--- src/rtl/mux_rr_arbiter.sv ---
// Round-robin arbiter sharing one 2:1 select datapath between streaming requesters X and Y,
// with bounded bursts and a one-entry valid/ready output register toward the sink.
module mux_rr_arbiter #(
    parameter int unsigned WIDTH     = 8,
    parameter int unsigned MAX_BURST = 4
) (
    input  logic             clk,
    input  logic             rst_n,
    input  logic             x_valid,
    input  logic [WIDTH-1:0] x_data,
    output logic             x_ready,
    input  logic             y_valid,
    input  logic [WIDTH-1:0] y_data,
    output logic             y_ready,
    output logic             s,
    output logic             m_valid,
    output logic [WIDTH-1:0] m_data,
    input  logic             m_ready
);

    localparam int unsigned CW = $clog2(MAX_BURST + 1);
    localparam logic [CW-1:0] BURST_LAST = CW'(MAX_BURST - 1);

    typedef enum logic [1:0] {
        IDLE,
        OWN_X,
        OWN_Y
    } state_e;

    state_e           state_q, state_d;
    logic [CW-1:0]    cnt_q, cnt_d;
    logic             last_q, last_d;   // 0 = X served last, 1 = Y served last
    logic             s_q, s_d;
    logic             m_valid_q, m_valid_d;
    logic [WIDTH-1:0] m_data_q, m_data_d;

    logic             out_free;
    logic             beat;
    logic             own_valid;
    logic             other_valid;
    logic             own_is_y;

    // State and datapath registers
    always_ff @(posedge clk or negedge rst_n) begin
        if (!rst_n) begin
            state_q   <= IDLE;
            cnt_q     <= '0;
            last_q    <= 1'b1;
            s_q       <= 1'b0;
            m_valid_q <= 1'b0;
            m_data_q  <= '0;
        end else begin
            state_q   <= state_d;
            cnt_q     <= cnt_d;
            last_q    <= last_d;
            s_q       <= s_d;
            m_valid_q <= m_valid_d;
            m_data_q  <= m_data_d;
        end
    end

    // Next-state, burst accounting and output-register update
    always_comb begin
        state_d     = state_q;
        cnt_d       = cnt_q;
        last_d      = last_q;
        own_is_y    = (state_q == OWN_Y);
        own_valid   = own_is_y ? y_valid : x_valid;
        other_valid = own_is_y ? x_valid : y_valid;
        beat        = (x_valid & x_ready) | (y_valid & y_ready);

        case (state_q)
            IDLE: begin
                cnt_d = '0;
                if (x_valid && y_valid) begin
                    state_d = last_q ? OWN_X : OWN_Y;
                end else if (x_valid) begin
                    state_d = OWN_X;
                end else if (y_valid) begin
                    state_d = OWN_Y;
                end
            end
            OWN_X, OWN_Y: begin
                if (beat && cnt_q == BURST_LAST) begin
                    cnt_d  = '0;
                    last_d = own_is_y;
                    if (other_valid) begin
                        state_d = own_is_y ? OWN_X : OWN_Y;
                    end
                end else if (!own_valid) begin
                    cnt_d   = '0;
                    last_d  = own_is_y;
                    state_d = other_valid ? (own_is_y ? OWN_X : OWN_Y) : IDLE;
                end else if (beat) begin
                    cnt_d = cnt_q + CW'(1);
                end
            end
            default: begin
                state_d = IDLE;
                cnt_d   = '0;
            end
        endcase

        // s follows the next owner and holds through IDLE
        case (state_d)
            OWN_X:   s_d = 1'b0;
            OWN_Y:   s_d = 1'b1;
            default: s_d = s_q;
        endcase

        m_data_d  = m_data_q;
        m_valid_d = m_valid_q;
        if (beat) begin
            m_data_d  = own_is_y ? y_data : x_data;
            m_valid_d = 1'b1;
        end else if (m_ready) begin
            m_valid_d = 1'b0;
        end
    end

    // Outputs
    always_comb begin
        out_free = ~m_valid_q | m_ready;
        x_ready  = (state_q == OWN_X) & out_free;
        y_ready  = (state_q == OWN_Y) & out_free;
        s        = s_q;
        m_valid  = m_valid_q;
        m_data   = m_data_q;
    end

endmodule

--- config.mk ---
export PLATFORM = sky130hd
export DESIGN_NAME = mux_rr_arbiter
export DESIGN_NICKNAME = d
export VERILOG_FILES = /design/src/rtl/mux_rr_arbiter.sv
export SDC_FILE = /design/constraint.sdc
export NUM_CORES = 1
export LEC_CHECK = 0
export CORE_MARGIN = 8
export CORE_UTILIZATION = 48
export DETAILED_ROUTE_END_ITERATION = 8
export PLACE_DENSITY_LB_ADDON = 0.25
export RECOVER_POWER = 50
export SLEW_MARGIN = 0
export SYNTH_ARGS = -nofsm -noshare
export SYNTH_HDL_FRONTEND = slang
export SYNTH_SLANG_ARGS = --single-unit
--- constraint.sdc ---
create_clock -name clk -period 4.3 [get_ports clk]
set_clock_uncertainty 0.2 [all_clocks]
set_input_delay 0.86 -clock clk [delete_from_list [all_inputs] [get_ports clk]]
set_output_delay 0.86 -clock clk [all_outputs]
set_load 0.1 [all_outputs]
# After elaboration in Yosys (flattened, before gate mapping)
# Cells that the tools add are included.
[totals]
in_bits = 21
elab_cells = 50
out_inout_bits = 12
register_bits = 16
[op_classes]
n_reduce_logical = 7
mux = 22
n_bitwise = 7
n_eq_ne = 7
addsub = 1
[op_table]
columns = ["cell", "count"]
rows = [
  ["2-to-1 mux 2 bit", 9],
  ["2-to-1 mux 3 bit", 4],
  ["2-to-1 mux 8 bit", 1],
  ["2-to-1 mux 1 bit", 6],
  ["bitwise AND 1 bit", 4],
  ["== test 2 x 1 -> 1 bit, second input constant", 2],
  ["== test 2 bit, second input constant", 2],
  ["inequality test 4 bit, second input constant", 1],
  ["one-hot mux 2 bit (2 select lines)", 1],
  ["nonzero test 2 bit", 2],
  ["adder 3 x 1 -> 3 bit, second input constant", 1],
  ["== test 3 x 2 -> 1 bit, second input constant", 1],
  ["logical AND 1 bit", 2],
  ["zero test 2 bit", 1],
  ["inequality test 2 x 1 -> 1 bit, second input constant", 1],
  ["OR 1 bit", 2],
  ["one-hot mux 1 bit (2 select lines)", 1],
  ["AND reduction 2 bit", 1],
  ["OR reduction 2 bit", 1],
  ["NOT 1 bit", 1],
]

# Logic depth before layout (Yosys ltp)
[depth]
ltp_word = 10
mapped_depth = 9
mapped_depth_nobuf = 8

# Least setup slack after synthesis
# Ideal clock, no wire load.
[synth_timing]
path_kind = "register to output"
start = "reg m_valid_q, in the netlist m_valid"
end = "out x_ready"
stages_incl_launch_ff = 3
n_path_buf = 0
t_required_ns = 3.240
slack_ns = 1.370
arrival_ns = 1.870
cell_sequence = "dfrtp_1 -> nand2b_1 -> and2_1"
[synth_via]
elab_chain_cells = 3
[synth_lines]
columns = ["item", "line_no", "source"]
rows = [
  ["start: declaration", "34", "logic m_valid_q, m_valid_d;"],
  ["start signal: assignment", "57", "m_valid_q <= m_valid_d;"],
  ["NOT 1 bit", "123", "out_free = ~m_valid_q | m_ready;"],
  ["OR 1 bit", "123", ""],
  ["bitwise AND 1 bit", "124", "x_ready = (state_q == OWN_X) & out_free;"],
  ["end: declaration", "11", "output logic x_ready,"],
]
# Every way passes these cells.

# Worst setup path in the final report
[layout_timing]
start = "reg state_q[0]"
end = "reg s_q, in the netlist s"
[layout_via]
elab_chain_cells = 9
elab_cells_between_ends = 25
classes_between = "eq/ne (4); mux (12); bitwise (5); reduce/logical (4)"
[layout_lines]
columns = ["item", "line_no", "source"]
rows = [
  ["start: declaration", "30", "state_e state_q, state_d;"],
  ["start signal: assignment", "53", "state_q <= state_d;"],
  ["== test 2 bit (*)", "67", "own_is_y = (state_q == OWN_Y);"],
  ["named net own_is_y", "41", "logic own_is_y;"],
  ["bitwise AND 1 bit", "125", "y_ready = (state_q == OWN_Y) & out_free;"],
  ["bitwise AND 1 bit", "70", "beat = (x_valid & x_ready) | (y_valid & y_ready);"],
  ["OR 1 bit", "70", ""],
  ["logical AND 1 bit", "84", "if (beat && cnt_q == BURST_LAST) begin"],
  ["2-to-1 mux 2 bit", "84", ""],
  ["one-hot mux 2 bit (2 select lines) (*)", "72", "case (state_q)"],
  ["== test 2 bit or == test 2 x 1 -> 1 bit (tied branches)", "105", "case (state_d)"],
  ["one-hot mux 1 bit (2 select lines) or nonzero test 2 bit (tied branches)", "--", ""],
  ["end signal: assignment", "49", "s_q <= 1'b0;"],
  ["end signal: assignment", "56", "s_q <= s_d;"],
  ["end: declaration", "33", "logic s_q, s_d;"],
]
# The timed path passes the listed nets; every way through them passes the cells marked *.
# A chain may end at the register's enable or synchronous reset.

==> impl_metrics.py <==
metrics = {
    "grt": {
        "grt_util_met3_pct": 4.59,
        "grt_pass1_wl_um": 3810,
        "grt_max_degree": 23,
        "grt_antenna_before_repair": 0,
        "grt_usage_pct": 13.1,
        "met1_usage_pct": 14.6,
        "grt_pass1_vias": 913,
        "gr-max-usage-layer": "met2",
        "gr-usage-met2_pct": 21.2,
        "overflow": 0,
    },
    "die": {
        "io_pins": 33,
        "die_w_um": 61.3,
        "die-height_um": 61.3,
        "core_region_area_mm2": 0.00194,
        "die_area_mm2": 0.00376,
        "start_util_pct": 50.8,
        "num_rows": 16,
    },
    "outcome": {
        "outcome": "finished, final reports clean",
    },
    "drt": {
        "vias_per_cell": 5.32,
        "routedWlPerCell_um": 14.0,
        "firstDrtPassIters": 6,
        "first_iter_violations": 10,
        "final_antenna_net_count": 0,
        "post-route-drc-count": 0,
        "drt-total-wl_um": 2240,
        "vias": 851,
    },
    "clocking": {
        "clk_pin_slew_ns": 0.09,
        "cts-root-buf": "clkbuf_4",
        "cts_sinks": 16,
        "cts_tree": "yes",
        "cts-hold-fix-buffers": 0,
        "cts_setup_buffers": 0,
        "htreeDepth": 1,
        "cts_resized": 0,
        "cts_buffer_depth": 2,
        "numCtsBuffers": 3,
        "clk-insertion-delay-late_ns": 0.28,
    },
    "setup_path": {
        "reg2reg_depth": 8,
        "crit_slowest_cell": "ha_1",
        "worst-path-buf-inv": 1,
        "crit_path_end_kind": "flop",
        "cp_max_fo": 19,
        "critPathMaxStageDelay_ns": 0.72,
        "worst_path_most_repeated_cell": "ha_1",
        "cp.depth": 8,
        "cp_data_required_time_ns": 4.27,
        "cp-start-kind": "flop",
        "crit_type": "reg2reg",
        "cp_cell_sequence": "inv_1 > ha_1 > a22o_4 > nand3_1 > or3b_1 > a31oi_1 > ha_1 > mux2_2",
        "critPathTopFamily": "adder cells",
        "cp.arrival_ns": 3.14,
    },
    "cells_and_area": {
        "fin_util_pct": 68.2,
        "layoutNonFillerInstCount": 160,
        "mostFrequentLayoutCell": "clkdlybuf4s50_1",
        "drive_above_1_share_pct": 9.77,
        "nets": 162,
        "area_growth_pct": 34.4,
        "antenna_cells": 0,
        "final_cell_mix": "clkdlybuf4s50_1, nand2_1, dfrtp_1, o21ai_0, mux2i_1",
    },
    "logic_synthesis": {
        "synth.top_cell.area_share_pct": 38.1,
        "yosysTopAreaCell": "dfrtp_1",
        "synthArstFlopShare_pct": 100,
        "synth_ff_type": "dfrtp_1",
        "synth_area_leaders": "dfrtp_1, ha_1, mux2i_1",
        "synthesis.nets": 130,
        "synth_edf_count": 0,
        "ys_seq_area_share_pct": 40.7,
        "yosysWarnings": 0,
        "postSynthCellCount": 102,
        "syn-cell-area_um2": 986,
        "synth_cell_types": 31,
        "ys_seq_elements": 16,
        "syn_area_per_cell_um2": 9.67,
    },
    "flow_run": {
        "max-cap-violations": 0,
    },
    "place": {
        "dp_slack_ns": 1.09,
        "port_buffers": 32,
        "post-dp-hpwl_um": 1790,
        "place.gp.congestion": 0.964,
        "dp_cells": 156,
    },
    "sta": {
        "slew_headroom_pct": 33.8,
        "setup_ws_ns": 1.13,
        "tightest_slew_ns": 0.990,
        "hold_viol": 0,
        "min_period_over_period_pct": 73.8,
        "fin_tns_setup_ns": 0,
        "max_freq_mhz": 315,
        "min_period_ns": 3.17,
        "setup_viol": 0,
        "slew_viol_final": 0,
        "rsz0062_at_grt": "false",
    },
    "min_path": {
        "hold_path.class": "reg2reg",
        "hold_depth": 2,
    },
}
## stage by stage
step / area (µm²) / hold slack, ns
after global placement: 1300 / 0.260
after global routing: 1330 / 0.313
after CTS: 1340 / 0.291
after floorplan: 986 / 0.296
final: 1330 / 0.284
after detailed placement: 1300 / 0.270
## worst reg2reg max path, stage by stage (launching register included)
cell,delay (ns)
dfrtp_1,0.45
inv_1,0.14
ha_1,0.72
a22o_4,0.22
nand3_1,0.17
or3b_1,0.46
a31oi_1,0.20
ha_1,0.25
mux2_2,0.27
## final cells by class
type / count / area, µm²
tap: 27 / 33.8
fill: 159 / 617
sequential: 16 / 402
timing repair buffer: 32 / 315
clock buffer: 4 / 36.3
multi-input combinational: 75 / 515
inverter: 6 / 22.5
## synth_stat cells, types with 2 or more instances
cell type / n
o22ai_1: 2
o21ai_0: 12
nand2_1: 16
a21oi_1: 5
buf_2: 3
or3_1: 2
nor2_1: 4
mux2i_1: 8
dfrtp_1: 15
ha_1: 7
inv_1: 6
and2_1: 2
nand2b_1: 2
## logic make-up (layout without fill, tap and decap cells)
family                   Yosys count  after routing  synth area share, %
AO/OA/AOI/OAI                     27             27                 18.0
multiplexers                       9              9                 9.26
flip-flops                        16             16                 40.7
AND/OR/NAND/NOR                   32             32                 17.4
buffers and inverters             11             42                 5.71
adder cells (fa/ha/maj)            7              7                 8.88
## metal layers
layer,routed length (µm),share of wire [%]
met5,0,0
met4,68,3.0
met3,160,7.2
met2,1040,47
met1,964,43
## registers in the layout, indices dropped and copies added (netlist names)
| signal | flops |
|---|---|
| cnt_q | 3 |
| m_data | 8 |
| m_valid | 1 |
| state_q | 2 |
| last_q | 1 |
| s | 1 |
## final timing paths
| check | startpoint | endpoint | slack, ns |
|---|---|---|---|
| setup / recovery | state_q[0] | s | 1.13 |
| hold / removal | m_data[0] | m_data[0] | 0.28 |
| min in group asynchronous | rst_n | m_data[1] | 0.87 |
| setup reg to reg | state_q[0] | s | 1.13 |
| hold reg to reg | m_data[0] | m_data[0] | 0.28 |
| max in group asynchronous | rst_n | m_data[0] | 2.58 |
Power is left out: the tool's default activity adds up to more than one toggle a clock period on the data nets, which glitch-free logic cannot reach.
